**config.mk**
```make
export PLATFORM = sky130hd
export DESIGN_NAME = iv_fetch_unit
export DESIGN_NICKNAME = d
export VERILOG_FILES = /design/src/rtl/iv_pkg.sv /design/src/rtl/iv_fifo.sv /design/src/rtl/iv_fetch_unit.sv
export SDC_FILE = /design/constraint.sdc
export NUM_CORES = 1
export LEC_CHECK = 0
export ABC_AREA = 1
export ABC_CLOCK_PERIOD_IN_PS = 6400
export CORE_ASPECT_RATIO = 0.8
export CORE_UTILIZATION = 55
export CTS_BUF_LIST = sky130_fd_sc_hd__clkbuf_8
export CTS_CLUSTER_SIZE = 10
export DETAILED_ROUTE_END_ITERATION = 8
export PLACE_DENSITY = 0.78
export SLEW_MARGIN = 15
export SYNTH_ARGS = -nofsm -noshare
export SYNTH_HDL_FRONTEND = slang
export SYNTH_SLANG_ARGS = --single-unit
```
**constraint.sdc**
```tcl
create_clock -name clk -period 6.4 [get_ports clk]
set_input_delay 0.96 -clock clk [delete_from_list [all_inputs] [get_ports clk]]
set_output_delay 0.96 -clock clk [all_outputs]
set_load 0.1 [all_outputs]
```
**src/rtl/iv_pkg.sv**
```systemverilog
// Shared constants for the iv pipelined core: datapath width, reset vector
// and the opcode classes used by decode and execute.
package iv_pkg;

    localparam int          IV_XLEN     = 32;
    localparam int          IV_DEPTH    = 4;
    localparam logic [31:0] IV_RESET_PC = 32'd0;

    typedef enum logic [1:0] {
        AR_TYPE = 2'd0,
        M_TYPE  = 2'd1,
        BR_TYPE = 2'd2,
        SH_TYPE = 2'd3
    } op_class_e;

endpackage

```
**src/rtl/iv_fifo.sv**
```systemverilog
// Synchronous DEPTH-entry FIFO with flush; pointers and count reset
// asynchronously, storage is left unreset.
module iv_fifo #(
    parameter  int DEPTH = 4,
    parameter  int WIDTH = 64,
    localparam int PW    = $clog2(DEPTH),
    localparam int CW    = $clog2(DEPTH + 1)
) (
    input  logic             clk,
    input  logic             rst_n,
    input  logic             push,
    input  logic [WIDTH-1:0] wdata,
    input  logic             pop,
    input  logic             flush,
    output logic [WIDTH-1:0] rdata,
    output logic             full,
    output logic             empty,
    output logic [CW-1:0]    count
);

    logic [WIDTH-1:0] mem_q [DEPTH];
    logic [WIDTH-1:0] mem_d [DEPTH];
    logic [PW-1:0]    wr_ptr_q, wr_ptr_d;
    logic [PW-1:0]    rd_ptr_q, rd_ptr_d;
    logic [CW-1:0]    count_q, count_d;
    logic             do_push;
    logic             do_pop;

    always_comb begin
        full    = (count_q == CW'(DEPTH));
        empty   = (count_q == '0);
        count   = count_q;
        rdata   = mem_q[rd_ptr_q];
        do_pop  = pop && !empty;
        do_push = push && (!full || do_pop);

        mem_d    = mem_q;
        wr_ptr_d = wr_ptr_q;
        rd_ptr_d = rd_ptr_q;
        count_d  = count_q;

        // Flush wins over any push or pop in the same cycle.
        if (flush) begin
            wr_ptr_d = '0;
            rd_ptr_d = '0;
            count_d  = '0;
        end else begin
            if (do_push) begin
                mem_d[wr_ptr_q] = wdata;
                wr_ptr_d        = wr_ptr_q + PW'(1);
            end
            if (do_pop) begin
                rd_ptr_d = rd_ptr_q + PW'(1);
            end
            count_d = count_q + CW'(do_push) - CW'(do_pop);
        end
    end

    always_ff @(posedge clk or negedge rst_n) begin
        if (!rst_n) begin
            wr_ptr_q <= '0;
            rd_ptr_q <= '0;
            count_q  <= '0;
        end else begin
            wr_ptr_q <= wr_ptr_d;
            rd_ptr_q <= rd_ptr_d;
            count_q  <= count_d;
        end
    end

    always_ff @(posedge clk) begin
        mem_q <= mem_d;
    end

endmodule

```
**src/rtl/iv_fetch_unit.sv**
```systemverilog
// Instruction fetch front end: credit-limited imem requests, in-order
// responses into a prefetch queue, redirect flushes queued and in-flight words.
module iv_fetch_unit
    import iv_pkg::*;
#(
    parameter int              DEPTH    = IV_DEPTH,
    parameter int              XLEN     = IV_XLEN,
    parameter logic [XLEN-1:0] RESET_PC = XLEN'(IV_RESET_PC)
) (
    input  logic            clk,
    input  logic            RN,
    output logic            imem_req_valid,
    input  logic            imem_req_ready,
    output logic [XLEN-1:0] imem_req_addr,
    input  logic            imem_rsp_valid,
    input  logic [XLEN-1:0] imem_rsp_data,
    input  logic            redirect_valid,
    input  logic [XLEN-1:0] redirect_pc,
    output logic            if_id_valid,
    input  logic            if_id_ready,
    output logic [XLEN-1:0] IF_ID_IR,
    output logic [XLEN-1:0] IF_ID_NPC
);

    localparam int            CW      = $clog2(DEPTH + 1);
    localparam logic [CW:0]   DEPTH_C = (CW + 1)'(DEPTH);

    logic [XLEN-1:0]   fetch_pc_q, fetch_pc_d;
    logic [XLEN-1:0]   rsp_pc_q, rsp_pc_d;
    logic [CW-1:0]     outstanding_q, outstanding_d;
    logic [CW-1:0]     discard_q, discard_d;

    logic [CW:0]       credit;
    logic              req_fire;
    logic              rsp_fire;
    logic              push;
    logic              pop;
    logic [2*XLEN-1:0] fifo_wdata;
    logic [2*XLEN-1:0] fifo_rdata;
    logic              fifo_full;
    logic              fifo_empty;
    logic [CW-1:0]     fifo_count;

    // Outstanding requests include those already marked for discard, so a
    // request only goes out when a queue slot is guaranteed for its word.
    always_comb begin
        credit         = {1'b0, outstanding_q} + {1'b0, fifo_count};
        imem_req_valid = RN && !redirect_valid && (credit < DEPTH_C);
        imem_req_addr  = fetch_pc_q;
        req_fire       = imem_req_valid && imem_req_ready;
        rsp_fire       = imem_rsp_valid && (outstanding_q != '0);

        if_id_valid = !fifo_empty && !redirect_valid;
        IF_ID_IR    = fifo_empty ? '0 : fifo_rdata[2*XLEN-1:XLEN];
        IF_ID_NPC   = fifo_empty ? '0 : fifo_rdata[XLEN-1:0];
        pop         = if_id_valid && if_id_ready;

        push       = rsp_fire && (discard_q == '0) && !redirect_valid && (!fifo_full || pop);
        fifo_wdata = {imem_rsp_data, rsp_pc_q + XLEN'(1)};
    end

    always_comb begin
        fetch_pc_d    = fetch_pc_q;
        rsp_pc_d      = rsp_pc_q;
        outstanding_d = outstanding_q;
        discard_d     = discard_q;

        if (req_fire) begin
            fetch_pc_d = fetch_pc_q + XLEN'(1);
        end
        if (req_fire && !rsp_fire) begin
            outstanding_d = outstanding_q + CW'(1);
        end else if (!req_fire && rsp_fire) begin
            outstanding_d = outstanding_q - CW'(1);
        end
        if (rsp_fire && (discard_q != '0)) begin
            discard_d = discard_q - CW'(1);
        end
        if (push) begin
            rsp_pc_d = rsp_pc_q + XLEN'(1);
        end

        // No request fires during a redirect, so everything still in flight
        // after this cycle's response belongs to the abandoned path.
        if (redirect_valid) begin
            fetch_pc_d = redirect_pc;
            rsp_pc_d   = redirect_pc;
            discard_d  = outstanding_d;
        end
    end

    always_ff @(posedge clk or negedge RN) begin
        if (!RN) begin
            fetch_pc_q    <= RESET_PC;
            rsp_pc_q      <= RESET_PC;
            outstanding_q <= '0;
            discard_q     <= '0;
        end else begin
            fetch_pc_q    <= fetch_pc_d;
            rsp_pc_q      <= rsp_pc_d;
            outstanding_q <= outstanding_d;
            discard_q     <= discard_d;
        end
    end

    iv_fifo #(
        .DEPTH (DEPTH),
        .WIDTH (2 * XLEN)
    ) u_queue (
        .clk   (clk),
        .rst_n (RN),
        .push  (push),
        .wdata (fifo_wdata),
        .pop   (pop),
        .flush (redirect_valid),
        .rdata (fifo_rdata),
        .full  (fifo_full),
        .empty (fifo_empty),
        .count (fifo_count)
    );

endmodule

```
==> results.yml <==
run_status:
  status: "finished clean"
grt:
  grt_pass1_vias: 11117
  overflow: 0
  grt_max_degree: 93
  grt_antenna_before_repair: 0
  grt_usage: 0.270
  grt_pass1_wl_mm: 59.6
timing:
  slew_headroom: 0.276
  finalHoldViolCount: 0
  setup_tns_ps: 0
  drv_slew: 0
  worst-slew-pin-transition_ps: 1080
  min_period_ps: 4920
  clock.fmax_ghz: 0.203
  period_share: 0.769
  setup_viol: 0
  rsz0062_at_grt: "no"
  finClkSkew_ps: 12.6
cts:
  ctsRootBufferMaster: "clkbuf_8"
  post-cts-setup-buffers: 0
  cts_buffers: 52
  clockBufferDepth: 3
  cts.clk_slew.worst_paths_ps: 70
  cts_tree: "yes"
  ctsResizeCount: 0
  insertion_delay_ps: 570
  cts_htree_levels: 2
  clock_sinks: 333
  cts_hold_repair.buffers: 0
finish:
  nets: 1792
  num-fill-cells: 2050
  drive_gt1_frac: 0.0726
  area_delta_synth_final_pct: 19.6
  diodes: 0
  post-route-util: 0.670
synthesis:
  synth.most_common_cell: "nor2_1"
  synthTopCellsByArea: "edfxtp_1 (50%), dfrtp_1 (13%), nor2_1 (8.1%)"
  synthFlopType: "edfxtp_1"
  synth_top_area_share: 0.503
  syn_avg_cell_area_sq_um: 9.93
  yosysWarningCount: 0
  syn_inst: 1539
  yosysSeqAreaShare: 0.629
  yosysTopAreaCell: "edfxtp_1"
  ys_top_cells_by_count: "nor2_1 (331), nand2_1 (279), edfxtp_1 (256)"
  syn_nets: 1625
  synth_edf_count: 256
  synth-seq-cells: 333
  yosysUniqueCellTypes: 42
  async_flop_share: 0.231
  syn_area_sq_mm: 0.0153
detailed_routing:
  finalWirelength_mm: 38.1
  dr.pass1.iters: 5
  wl_per_cell_microns: 18.0
  vias: 11725
  drc: 0
  drt-initial-drc-count: 1241
  vias_per_cell: 5.55
  antenna_left: 0
die:
  rows: 54
  die_h_microns: 151
  initial_core_util: 0.560
  dieArea_sq_mm: 0.0285
  chipWidth_microns: 188
  core_sq_mm: 0.0273
  ios: 168
pwr:
  ir_worst_vdd_mv: 0.411
  p_per_area_mw_per_mm2: 430
  p_leak_nw: 6.90
worst_setup_path:
  cp_data_arrival_time_ps: 3960
  worstSetupPathType: "flop to primary output"
  critical_path_buf_inv_count: 2
  cpPeakStageDelay_ps: 1170
  reg2reg_from: "outstanding_q[0]"
  start_kind: "flop"
  crit_top_cell: "nor2_1"
  r2r_slack_ps: 3090
  crit_fanout: 74
  cpMaxStageDelayCell: "clkdlybuf4s50_1"
  rr_endpoint: "u_queue.mem_q[152]"
  critical_path.top_delay_family: "buffers and inverters"
  worstPathRequired_ps: 5440
  r2r.worst_path.cells: 9
  cp.depth: 6
  path_cells: "buf_4 > nor2_1 > nor2_1 > o21ai_0 > a21oi_1 > clkdlybuf4s50_1"
  crit_path_end_kind: "primary output"
place:
  portBuffers: 167
  dpl.hpwl_mm: 24.2
  gp_congestion: 0.955
job:
  cap_viol_max_count: 0
min_path:
  hold_class: "input pin to asynchronous set/reset pin"
## per-stage QoR
| stage | hold slack, ps | power, W | cells | cell area [sq um] | worst slack, ps |
|---|---|---|---|---|---|
| finish | 306 | 0.00786 | 2114 | 18300 | 1480 |
| global route | 301 | 0.00819 | 2114 | 18300 | 1200 |
| CTS | 295 | 0.00789 | 2114 | 18300 | 1420 |
| detailed placement | 495 | 0.00611 | 2016 | 17200 | 2050 |
| global placement | 465 | 0.00607 | 2016 | 17200 | 2070 |
| floorplan | 449 | 0.00527 | 1539 | 15300 | 1760 |
## where the power goes
group | internal [W] | switching (W)
Combinational | 0.000748 | 0.00263
Sequential | 0.00252 | 0.000184
Clock | 0.000949 | 0.000834
## state kept, by name (all words and copies together), names as in the netlist
| signal | flops |
|---|---|
| discard_q | 3 |
| imem_req_addr | 32 |
| outstanding_q | 3 |
| rsp_pc_q | 32 |
| u_queue.count | 3 |
| u_queue.mem_q | 256 |
| u_queue.rd_ptr_q | 2 |
| u_queue.wr_ptr_q | 2 |
## cells by family after synthesis
logic type,Yosys count,synth area share
AND/OR/NAND/NOR,721,0.194
flip-flops,333,0.629
AO/OA/AOI/OAI,245,0.0859
buffers and inverters,172,0.0466
XOR/XNOR,52,0.0308
adder cells (fa/ha/maj),16,0.0136
## layer usage
metal | GRT usage | wire, microns
met2 | 0.413 | 17000
met4 | 0.101 | 1160
met3 | 0.0456 | 3090
met5 | 0 | 0
met1 | 0.390 | 16800
## layout make-up
| type | instances | area, sq um | share of cell area |
|---|---|---|---|
| flip-flops and latches | 333 | 9620 | 0.526 |
| multi-input cells | 1034 | 4980 | 0.273 |
| repair buffers | 180 | 1780 | 0.0974 |
| clock buffers | 54 | 743 | 0.0407 |
| well taps | 364 | 455 | 0.0249 |
| inverters | 105 | 399 | 0.0218 |
| clock inverters | 44 | 295 | 0.0162 |
## cell usage in the layout, fill, tap and decap left out, types with 15 or more instances in the layout
cell	instances
o21ai_0	154
ha_1	15
nand3_1	45
edfxtp_1	256
nor3_1	24
nand2_1	279
clkinv_1	21
clkdlybuf4s50_1	166
clkbuf_8	54
inv_1	107
a21oi_1	69
dfrtp_1	75
nor2_1	327
xor2_1	45
## how the worst max path moves through the flow
stage | end | startpoint
after global placement | IF_ID_NPC[13] | u_queue.rd_ptr_q[0]
after global routing | IF_ID_NPC[26] | u_queue.rd_ptr_q[0]
after floorplan | u_queue.mem_q[0] | imem_rsp_valid
after CTS | IF_ID_NPC[7] | u_queue.rd_ptr_q[0]
final | IF_ID_NPC[22] | u_queue.rd_ptr_q[0]
after detailed placement | IF_ID_NPC[9] | u_queue.rd_ptr_q[0]
Power figures use the tool's default switching activity.
